==> src/rtl/mem_arbiter_if.sv <==
// mem_arbiter_if
// Bundles the three handshake groups around the memory arbiter: the
// instruction-fetch port, the data (memory-stage) port and the external
// memory port, plus the arbiter's status outputs.
//
// Signals:
//   if_req, if_addr       fetch read request and address (requester -> arbiter)
//   if_rdata, if_ack      fetch read data and completion pulse (arbiter -> requester)
//   d_req, d_we, d_addr,
//   d_wdata               data request, write enable, address, write data
//   d_rdata, d_ack        data read result and completion pulse
//   mem_req, mem_we,
//   mem_addr, mem_wdata   external memory request (arbiter -> memory)
//   mem_rdata, mem_ack    external memory response (memory -> arbiter)
//   bus_err               transaction was aborted by the watchdog
//   grant_data            owner of the current/last transaction (1 = data)
//
// Modports:
//   master  the arbiter's view
//   slave   the view of the requesters and the memory around it
interface mem_arbiter_if;
  logic        if_req;
  logic [31:0] if_addr;
  logic [31:0] if_rdata;
  logic        if_ack;

  logic        d_req;
  logic        d_we;
  logic [31:0] d_addr;
  logic [31:0] d_wdata;
  logic [31:0] d_rdata;
  logic        d_ack;

  logic        mem_req;
  logic        mem_we;
  logic [31:0] mem_addr;
  logic [31:0] mem_wdata;
  logic [31:0] mem_rdata;
  logic        mem_ack;

  logic        bus_err;
  logic        grant_data;

  modport master (
    input  if_req, if_addr, d_req, d_we, d_addr, d_wdata, mem_rdata, mem_ack,
    output if_rdata, if_ack, d_rdata, d_ack,
    output mem_req, mem_we, mem_addr, mem_wdata, bus_err, grant_data
  );

  modport slave (
    output if_req, if_addr, d_req, d_we, d_addr, d_wdata, mem_rdata, mem_ack,
    input  if_rdata, if_ack, d_rdata, d_ack,
    input  mem_req, mem_we, mem_addr, mem_wdata, bus_err, grant_data
  );
endinterface

==> src/rtl/mem_arbiter.sv <==
// mem_arbiter
// Shares one external memory port between instruction fetch and the memory
// stage. One transaction is in flight at a time; read data and a one-cycle
// ack are routed back to the owner. Data wins contention unless it has
// already been granted DATA_STREAK times in a row while fetch was waiting.
// A watchdog aborts a transaction after TIMEOUT cycles without mem_ack
// (TIMEOUT = 0 disables it) and flags bus_err together with the ack.
// All outputs are registered.
//
// Parameters:
//   DATA_STREAK  max consecutive data grants while fetch waits (1..15)
//   TIMEOUT      BUSY cycles without mem_ack before abort, 0 = off (0..65535)
//
// Ports:
//   clk    system clock, rising edge
//   reset  asynchronous, active-low reset
//   bus    mem_arbiter_if.master: fetch port, data port, memory port, status
module mem_arbiter #(
  parameter int unsigned DATA_STREAK = 4,
  parameter int unsigned TIMEOUT     = 255
) (
  input  logic          clk,
  input  logic          reset,
  mem_arbiter_if.master bus
);

  localparam logic [3:0]  STREAK_MAX = 4'(DATA_STREAK);
  localparam logic [15:0] TMO_LIMIT  = 16'(TIMEOUT);
  localparam bit          TMO_EN     = (TIMEOUT != 0);

  typedef enum logic [1:0] {
    IDLE = 2'd0,
    BUSY = 2'd1,
    COOL = 2'd2
  } state_t;

  state_t      state_q, state_d;
  logic        memReq_q, memReq_d;
  logic        memWe_q, memWe_d;
  logic [31:0] memAddr_q, memAddr_d;
  logic [31:0] memWdata_q, memWdata_d;
  logic        grantData_q, grantData_d;
  logic        ifAck_q, ifAck_d;
  logic [31:0] ifRdata_q, ifRdata_d;
  logic        dAck_q, dAck_d;
  logic [31:0] dRdata_q, dRdata_d;
  logic        busErr_q, busErr_d;
  logic [3:0]  streak_q, streak_d;
  logic [15:0] tmo_q, tmo_d;

  logic        pickData;
  logic [15:0] tmoInc;

  always_comb begin
    state_d     = state_q;
    memReq_d    = memReq_q;
    memWe_d     = memWe_q;
    memAddr_d   = memAddr_q;
    memWdata_d  = memWdata_q;
    grantData_d = grantData_q;
    ifAck_d     = ifAck_q;
    ifRdata_d   = ifRdata_q;
    dAck_d      = dAck_q;
    dRdata_d    = dRdata_q;
    busErr_d    = busErr_q;
    streak_d    = streak_q;
    tmo_d       = tmo_q;
    tmoInc      = tmo_q + 16'd1;
    // Data wins unless fetch is also waiting and data has used up its streak.
    pickData    = bus.d_req && !(bus.if_req && (streak_q == STREAK_MAX));

    unique case (state_q)
      IDLE: begin
        if (bus.if_req || bus.d_req) begin
          grantData_d = pickData;
          memReq_d    = 1'b1;
          memWdata_d  = bus.d_wdata;
          tmo_d       = 16'd0;
          state_d     = BUSY;
          if (pickData) begin
            memAddr_d = bus.d_addr;
            memWe_d   = bus.d_we;
            // The streak only grows while fetch is actually being held off.
            if (bus.if_req) begin
              streak_d = (streak_q == STREAK_MAX) ? STREAK_MAX : streak_q + 4'd1;
            end else begin
              streak_d = 4'd0;
            end
          end else begin
            memAddr_d = bus.if_addr;
            memWe_d   = 1'b0;
            streak_d  = 4'd0;
          end
        end
      end

      BUSY: begin
        if (bus.mem_ack) begin
          // A real ack beats a watchdog expiring on the same edge.
          memReq_d = 1'b0;
          busErr_d = 1'b0;
          state_d  = COOL;
          if (grantData_q) begin
            dAck_d = 1'b1;
            if (!memWe_q) begin
              dRdata_d = bus.mem_rdata;
            end
          end else begin
            ifAck_d   = 1'b1;
            ifRdata_d = bus.mem_rdata;
          end
        end else begin
          tmo_d = tmoInc;
          if (TMO_EN && (tmoInc == TMO_LIMIT)) begin
            memReq_d = 1'b0;
            busErr_d = 1'b1;
            state_d  = COOL;
            if (grantData_q) begin
              dAck_d   = 1'b1;
              dRdata_d = 32'd0;
            end else begin
              ifAck_d   = 1'b1;
              ifRdata_d = 32'd0;
            end
          end
        end
      end

      COOL: begin
        // One dead cycle so the requester can drop its request before the
        // next arbitration; otherwise a finished request would be re-granted.
        ifAck_d  = 1'b0;
        dAck_d   = 1'b0;
        busErr_d = 1'b0;
        state_d  = IDLE;
      end

      default: begin
        state_d = IDLE;
      end
    endcase
  end

  always_ff @(posedge clk or negedge reset) begin
    if (!reset) begin
      state_q     <= IDLE;
      memReq_q    <= 1'b0;
      memWe_q     <= 1'b0;
      memAddr_q   <= 32'd0;
      memWdata_q  <= 32'd0;
      grantData_q <= 1'b0;
      ifAck_q     <= 1'b0;
      ifRdata_q   <= 32'd0;
      dAck_q      <= 1'b0;
      dRdata_q    <= 32'd0;
      busErr_q    <= 1'b0;
      streak_q    <= 4'd0;
      tmo_q       <= 16'd0;
    end else begin
      state_q     <= state_d;
      memReq_q    <= memReq_d;
      memWe_q     <= memWe_d;
      memAddr_q   <= memAddr_d;
      memWdata_q  <= memWdata_d;
      grantData_q <= grantData_d;
      ifAck_q     <= ifAck_d;
      ifRdata_q   <= ifRdata_d;
      dAck_q      <= dAck_d;
      dRdata_q    <= dRdata_d;
      busErr_q    <= busErr_d;
      streak_q    <= streak_d;
      tmo_q       <= tmo_d;
    end
  end

  assign bus.mem_req    = memReq_q;
  assign bus.mem_we     = memWe_q;
  assign bus.mem_addr   = memAddr_q;
  assign bus.mem_wdata  = memWdata_q;
  assign bus.grant_data = grantData_q;
  assign bus.if_ack     = ifAck_q;
  assign bus.if_rdata   = ifRdata_q;
  assign bus.d_ack      = dAck_q;
  assign bus.d_rdata    = dRdata_q;
  assign bus.bus_err    = busErr_q;

endmodule

==> src/flat_wrapper.sv <==
// flat-port wrapper written by rule: the top's interface ports become plain ports
module mem_arbiter_flat 
#(
  parameter int unsigned DATA_STREAK = 4,
  parameter int unsigned TIMEOUT     = 255
)
  (clk, reset, bus_if_req, bus_if_addr, bus_d_req, bus_d_we, bus_d_addr, bus_d_wdata, bus_mem_rdata, bus_mem_ack, bus_if_rdata, bus_if_ack, bus_d_rdata, bus_d_ack, bus_mem_req, bus_mem_we, bus_mem_addr, bus_mem_wdata, bus_bus_err, bus_grant_data);
  mem_arbiter_if bus_i ();
  input  logic clk;
  input  logic reset;
  input wire logic [$bits(bus_i.if_req)-1:0] bus_if_req;
  input wire logic [$bits(bus_i.if_addr)-1:0] bus_if_addr;
  input wire logic [$bits(bus_i.d_req)-1:0] bus_d_req;
  input wire logic [$bits(bus_i.d_we)-1:0] bus_d_we;
  input wire logic [$bits(bus_i.d_addr)-1:0] bus_d_addr;
  input wire logic [$bits(bus_i.d_wdata)-1:0] bus_d_wdata;
  input wire logic [$bits(bus_i.mem_rdata)-1:0] bus_mem_rdata;
  input wire logic [$bits(bus_i.mem_ack)-1:0] bus_mem_ack;
  output wire logic [$bits(bus_i.if_rdata)-1:0] bus_if_rdata;
  output wire logic [$bits(bus_i.if_ack)-1:0] bus_if_ack;
  output wire logic [$bits(bus_i.d_rdata)-1:0] bus_d_rdata;
  output wire logic [$bits(bus_i.d_ack)-1:0] bus_d_ack;
  output wire logic [$bits(bus_i.mem_req)-1:0] bus_mem_req;
  output wire logic [$bits(bus_i.mem_we)-1:0] bus_mem_we;
  output wire logic [$bits(bus_i.mem_addr)-1:0] bus_mem_addr;
  output wire logic [$bits(bus_i.mem_wdata)-1:0] bus_mem_wdata;
  output wire logic [$bits(bus_i.bus_err)-1:0] bus_bus_err;
  output wire logic [$bits(bus_i.grant_data)-1:0] bus_grant_data;
  assign bus_i.if_req = bus_if_req;
  assign bus_i.if_addr = bus_if_addr;
  assign bus_i.d_req = bus_d_req;
  assign bus_i.d_we = bus_d_we;
  assign bus_i.d_addr = bus_d_addr;
  assign bus_i.d_wdata = bus_d_wdata;
  assign bus_i.mem_rdata = bus_mem_rdata;
  assign bus_i.mem_ack = bus_mem_ack;
  assign bus_if_rdata = bus_i.if_rdata;
  assign bus_if_ack = bus_i.if_ack;
  assign bus_d_rdata = bus_i.d_rdata;
  assign bus_d_ack = bus_i.d_ack;
  assign bus_mem_req = bus_i.mem_req;
  assign bus_mem_we = bus_i.mem_we;
  assign bus_mem_addr = bus_i.mem_addr;
  assign bus_mem_wdata = bus_i.mem_wdata;
  assign bus_bus_err = bus_i.bus_err;
  assign bus_grant_data = bus_i.grant_data;
  mem_arbiter #(.DATA_STREAK(DATA_STREAK), .TIMEOUT(TIMEOUT)) u_core (.clk(clk), .reset(reset), .bus(bus_i));
endmodule
==> config.mk <==
export PLATFORM = sky130hd
export DESIGN_NAME = mem_arbiter_flat
export DESIGN_NICKNAME = d
export VERILOG_FILES = /design/src/rtl/mem_arbiter_if.sv /design/src/rtl/mem_arbiter.sv /design/src/flat_wrapper.sv
export SDC_FILE = /design/constraint.sdc
export NUM_CORES = 1
export LEC_CHECK = 0
export CAP_MARGIN = 25
export CORE_MARGIN = 5
export CORE_UTILIZATION = 47
export DETAILED_ROUTE_END_ITERATION = 8
export PLACE_DENSITY = 0.84
export SYNTH_ARGS = -nofsm -noshare
export SYNTH_HDL_FRONTEND = slang
export SYNTH_SLANG_ARGS = --single-unit
export TNS_END_PERCENT = 50
==> constraint.sdc <==
create_clock -name clk -period 3.65 [get_ports clk]
set_input_delay 0.73 -clock clk [delete_from_list [all_inputs] [get_ports clk]]
set_output_delay 0.73 -clock clk [all_outputs]
set_load 0.05 [all_outputs]
==> results.md, run 1 <==
* Routed vias at 5495
* Crit-path cells: ha_1 -> nand3_2 -> nor4_2 -> mux2i_1 -> nand4_1 -> o21bai_4 -> nand2_4 -> a22o_1
* Chip Width at 129 um
* Postcts setup bufs at 0
* Pwr dens at 1050 nW/um^2
* Avg Synthesized Cell Area at 12.2 sq um
* Hold Path Class: input pin to asynchronous set/reset pin
* RSZ-0062 raised after global routing: false
* Final Skew at 0.0127 ns
* Clk sink count at 156
* CP Launch Point: u_core.tmo_q[0]$_DFFE_PN0P_
* Endpoints failing setup at 0
* Iteration-0 DRC Markers at 251
* Count leader, synth: dfrtp_1
* Maximum clock path buffer count at 2
* Post-synthesis cell type count at 44
* Dpl hpwl at 14500 um
* Diode count at 0
* Area post-placement at 9440 sq um
* Count of pins over their slew limit at 0
* Top FF cell, synth: dfrtp_1
* R2R Setup Slk at 0.62 ns
* H-tree depth at 4
* Final Util at 72.2%
* Root buf cell: clkbuf_16
* Wire per inst at 19.7 um
* Netlist Area Pre-Place at 6640 sq um
* Final worst path period need at 3.03 ns
* CP Data Arrival Time at 3.32 ns
* Grt total ovfl at 0
* Footprint of the multi-input gates at 2530 sq um
* CTS buffer count at 17
* Syn. warnings at 0
* Initial antenna violation count at 0
* WL final at 19700 um
* Final WS setup at 0.617 ns
* Layout area overhead at 51.0%
* CP Capture Type: flip-flop
* Placer Congestion at 0.895
* Crit path launch type: flip-flop
* DRC at 0
* Synthesized net count at 687
* # rows at 43
* Max Cap Violations at 0
* Fillcell total at 960
* DR vias/cell at 5.50
* Depth of the worst register-to-register path at 8
* Post-cts sizing count at 0
* Clock latency at the later pin of the worst-skew pair at 0.41 ns
* Largest cells by area after synthesis: dfrtp_1 59%, a22o_1 8.8%, mux2_2 5.4%
* Reg clk slew, reported paths at 0.06 ns
* Required time of the critical path at 3.94 ns
* Final instance area at 10000 sq um
* Share of cells above drive strength 1 at 11.5%
* Vias in the first global route at 5802
* Reg2Reg Launch Point: u_core.tmo_q[0]$_DFFE_PN0P_
* Core area at 13900 sq um
* Die ar. at 16600 sq um
* Crit-path max FO at 32
* TritonCTS clock tree: done
* Lkg Pwr at 4.39 nW
* Cell taking the most area after synthesis: dfrtp_1
* Worst Path Class, Setup: flip-flop to flip-flop
* Post-synthesis register bit count at 156
* # IOs at 268
* Slew headroom at 33.9%
* GRT Total Usage at 23.7%
* Die Height at 129 um
* R2r endpoint: u_core.bus.d_rdata[22]$_DFFE_PN0P_
* Largest stage delay, worst path at 0.62 ns
* Commonest cells post-synth: 156 x dfrtp_1, 67 x a22o_1, 61 x nand2_1
* Least-Margin Pin Slew at 0.992 ns
* Slowest stage cell, crit path: nor4_2
* Initial DRT Pass Iterations at 4
* ANT nets after route at 0
* Final hold vios at 0
* First-pass GRT wire length at 30800 um
* Pin count of the biggest net entering global routing at 60
* Setup TNS at 0 ns
* Setup WS pre-CTS at 0.641 ns
* Register Area at 3900 sq um
* Fmax at 0.330 GHz
* WP buf/inv at 0
* Cts hold-fix bufs at 0
* Sequential fraction of the synthesis area at 58.8%
* Hold WS at 0.263 ns
* Synth Instances at 546
* Maximum vdd drop at 0.691 mV
* PortBufs at 267
* Family with the most delay on the worst path: simple AND/OR/NAND/NOR gates
* Outcome: completed
* Top cell type's share of synthesized area at 58.8%
* EDFF count, synth at 0
* Nets at 948
* Fin crit share at 83.1%
* Initial Utilization at 47.8%
* Async SR Flop Fraction at 100%
-- flip-flops by register name, indices dropped and copies added (netlist names) --
signal                 flops
u_core.bus.mem_wdata      32
u_core.bus.mem_addr       32
u_core.state_q             2
u_core.bus.grant_data      1
u_core.bus.if_ack          1
u_core.bus.d_ack           1
u_core.tmo_q              16
u_core.bus.d_rdata        32
u_core.bus.bus_err         1
u_core.streak_q            4
u_core.bus.mem_we          1
u_core.bus.if_rdata       32
u_core.bus.mem_req         1
-- cells in the final DEF (no fill, tap or decap), drive strengths merged, types with 4 or more instances in the layout --
master and instances:
nand3 11, mux2 34, a21oi 7, mux2i 34
inv 22, or2 4, dfrtp 156, and2 4
o21ai 53, ha 7, nand2 63, clkdlybuf4s50 266
clkbuf 18, a31oi 7, nor2 12, o31ai 10
buf 10, a22o 67
-- worst max path at each step --
stage,endpoint,cells past startpoint
after global placement,u_core.tmo_q[13]$_DFFE_PN0P_,8
after CTS,u_core.bus.d_rdata[22]$_DFFE_PN0P_,8
after global routing,u_core.bus.d_rdata[22]$_DFFE_PN0P_,8
after detailed placement,u_core.bus.if_rdata[5]$_DFFE_PN0P_,8
after floorplan,u_core.bus.bus_err$_DFFE_PN0P_,8
final,u_core.bus.d_rdata[22]$_DFFE_PN0P_,8
-- through the flow --
step | power [W] | instances
2_1_floorplan | 0.00673 | 546
3_3_place_gp | 0.00870 | 968
3_5_place_dp | 0.00883 | 968
4_1_cts | 0.0106 | 1000
5_1_grt | 0.0110 | 1000
6_report | 0.0105 | 1000
-- cells by family (layout without fill, tap and decap cells) --
group / Yosys count / after routing / share of synthesized area, %
muxes: 68 / 68 / 11.0
buffers and inverters: 46 / 320 / 3.30
DFF: 156 / 156 / 58.8
xor gates and xnor gates: 5 / 5 / 0.660
adders and majority gates: 7 / 7 / 1.32
and+or+nand+nor: 112 / 112 / 8.33
AOI/OAI and AO/OA: 152 / 152 / 16.6
-- area by class of cell --
| cell class | instances | share of cell area [%] |
|---|---|---|
| Sequential cell | 156 | 38.9 |
| Timing Repair Buffer | 276 | 27.3 |
| Multi-Input combinational cell | 344 | 25.2 |
| Clock buffer | 18 | 4.38 |
| Tap cell | 180 | 2.25 |
| Clock inverter | 14 | 1.41 |
| Inverter | 12 | 0.449 |
-- layer usage --
| layer | up-vias | wire length (um) | global-route usage (%) |
|---|---|---|---|
| met4 | 0 | 568 | 10.4 |
| met3 | 35 | 1630 | 7.18 |
| met2 | 253 | 10000 | 39.5 |
| met1 | 2700 | 7500 | 28.4 |
| met5 | - | 0 | 0 |
| li1 | 2507 | - | - |
-- power by group --
part	switching (W)	leakage (nW)	internal, W
clock	0.000783	0.285	0.000931
combinational	0.00382	2.16	0.00204
sequential	0.000465	1.95	0.00248
total	0.00507	4.39	0.00545
Note: power is estimated with default switching activity, not from simulation.
==> run 2, diff against run 1 <==
- CORE_UTILIZATION: 47 -> 43
- PLACE_DENSITY: 0.84 -> 0.78
- clock period: 3.65 -> 2.85 ns (I/O delays scaled with it)
==> results.md, run 2 (synthesis results as in run 1) <==
* Outcome: completed
* Routed vias at 5560 (+1.2%)
* # rows at 45 (+4.7%)
* Part of the power in the clock network at 15.5% (-0.8 points)
* Net switching power at 0.00646 W (+27%)
* Pwr dens at 1320 nW/um^2 (+26%)
* Wire per inst at 19.0 um (-3.9%)
* Iteration-0 DRC Markers at 213 (-15%)
* Footprint of the multi-input gates at 2610 sq um (+3.1%)
* Grt total ovfl at 0 (unchanged)
* Final Skew at 0.0120 ns (-0.000709 ns)
* Clock latency at the later pin of the worst-skew pair at 0.42 ns (about the same)
* Commonest non-fill, non-tap cell in the layout: clkdlybuf4s50_1
* Share of cells above drive strength 1 at 13.1% (+1.6 points)
* Placer Congestion at 0.870 (-2.8%)
* ANT nets after route at 0 (unchanged)
* CP Capture Type: flip-flop
* Final instance area at 10200 sq um (+2.1%)
* Sw Share at 47.9% (-0.30 points)
* Maximum vdd drop at 0.836 mV (+21%)
* DR vias/cell at 5.44 (-1.0%)
* Commonest cells after routing, fill and taps aside: 266 x clkdlybuf4s50_1, 154 x dfrtp_1, 67 x a22o_1
* Flop pwr share at 28.1% (about the same)
* Chip Width at 134 um (+4.2%)
* CTS buffer count at 17 (unchanged)
* Lkg Pwr at 4.46 nW (+1.4%)
* Vias in the first global route at 5675 (-2.2%)
* Reg clk slew, reported paths at 0.07 ns (about the same)
* Gate power share at 56.4% (+0.7 points)
* CP Data Arrival Time at 3.03 ns (-0.29 ns)
* Cts hold-fix bufs at 0 (unchanged)
* Slew headroom at 43.0% (+9.1 points)
* H-tree depth at 4 (unchanged)
* Final hold vios at 0 (unchanged)
* Maximum clock path buffer count at 2 (unchanged)
* Crit path launch type: flip-flop
* P_int at 0.00703 W (+29%)
* Pin count of the biggest net entering global routing at 63 (+5.0%)
* Core area at 15100 sq um (+9.1%)
* Register Area at 3910 sq um (about the same)
* Initial antenna violation count at 0 (unchanged)
* # IOs at 268 (unchanged)
* RSZ-0062 raised after global routing: false
* Worst Path Class, Setup: flip-flop to flip-flop
* Final Util at 67.6% (-4.7 points)
* WL final at 19400 um (-1.7%)
* Count of pins over their slew limit at 0 (unchanged)
* Layout area overhead at 54.1%
* PortBufs at 267 (unchanged)
* TritonCTS clock tree: done
* Required time of the critical path at 3.15 ns (-0.79 ns)
* Hold Path Class: input pin to asynchronous set/reset pin
* Depth of the worst register-to-register path at 9 (+1)
* Hold WS at 0.143 ns (-0.121 ns)
* Nets at 962 (+1.5%)
* Die Height at 134 um (+4.2%)
* Initial DRT Pass Iterations at 4 (unchanged)
* Final worst path period need at 2.72 ns (-0.308 ns)
* Root buf cell: clkbuf_16
* Least-Margin Pin Slew at 0.855 ns (-0.137 ns)
* First-pass GRT wire length at 29800 um (-3.2%)
* Clk sink count at 156 (unchanged)
* Endpoints failing setup at 0 (unchanged)
* Initial Utilization at 43.8% (-4.0 points)
* Setup TNS at 0 ns (unchanged)
* Fillcell total at 1054 (+9.8%)
* Crit-path max FO at 16 (-50%)
* DRC at 0 (unchanged)
* GRT Total Usage at 20.8% (-2.9 points)
* Max Cap Violations at 0 (unchanged)
* Die ar. at 18000 sq um (+8.6%)
* Area post-placement at 9560 sq um (+1.3%)
* Fin crit share at 95.6% (+13 points)
* Fmax at 0.367 GHz (+11%)
* Dpl hpwl at 13900 um (-3.9%)
* Diode count at 0 (unchanged)
## run 2: cell types whose count changed in the layout (fill, tap and decap cells not counted), sizes merged
cell,delta
clkinvlp,+2
clkinv,+1
nand2,+2
clkbuf,+1
inv,-4
buf,+12
## run 2: layer usage
layer,GRT usage (%),wire [um],up-vias
li1,-,-,2534
met1,25.3,7640,2782
met5,0,0,-
met3,7.50,1720,28
met4,7.35,340,0
met2,34.2,9670,216
## run 2: power by group through the flow
stage | combinational (W) | clock (W) | sequential, W
floorplan | 0.00177 | 0 | 0.00684
global placement | 0.00744 | 0 | 0.00376
detailed placement | 0.00757 | 0 | 0.00379
CTS | 0.00759 | 0.00215 | 0.00377
global route | 0.00799 | 0.00223 | 0.00389
finish | 0.00761 | 0.00209 | 0.00379
## run 2: final cells by class
cell class,count,area share (%)
sequential,156,38.2
timing repair buffer,288,28.3
multi-input combinational,346,25.5
clock buffer,19,4.23
tap,188,2.30
clock inverter,13,1.08
inverter,12,0.440
## run 2: repair_timing
item / 4_1_cts / 5_1_grt
buffers inserted: 0 / 4
resized for setup: 0 / 9
setup endpoints to repair: 0 / 64
## run 2: stage by stage
stage          instances  setup WS (ns)  total power [W]
5_1_grt             1022         0.0500           0.0141
4_1_cts             1016         0.0791           0.0135
3_5_place_dp         984         0.0999           0.0114
6_report            1022          0.125           0.0135
2_1_floorplan        546          0.374          0.00861
3_3_place_gp         984          0.182           0.0112
## run 2: critical path, cell delays in order (launching register included)
cell and delay (ns):
dfrtp_2 0.46, ha_4 0.20, xnor2_1 0.12, or4b_1 0.48, a211oi_2 0.23, nand4_1 0.22
o21bai_4 0.32, buf_12 0.17, nand2_8 0.11, a22o_1 0.29
## run 2: path summary, 6_finish.rpt
check | from | endpoint | slack, ns
min in group clk | u_core.bus.mem_addr[29]$_DFFE_PN0P_ | u_core.bus.mem_addr[29]$_DFFE_PN0P_ | 0.48
setup reg to reg | u_core.tmo_q[0]$_DFFE_PN0P_ | u_core.bus.d_rdata[14]$_DFFE_PN0P_ | 0.13
hold reg to reg | u_core.bus.mem_addr[29]$_DFFE_PN0P_ | u_core.bus.mem_addr[29]$_DFFE_PN0P_ | 0.48
max in group asynchronous | reset | u_core.bus.mem_addr[20]$_DFFE_PN0P_ | 2.05
setup / recovery | u_core.tmo_q[0]$_DFFE_PN0P_ | u_core.bus.d_rdata[14]$_DFFE_PN0P_ | 0.13
hold / removal | reset | u_core.tmo_q[10]$_DFFE_PN0P_ | 0.14
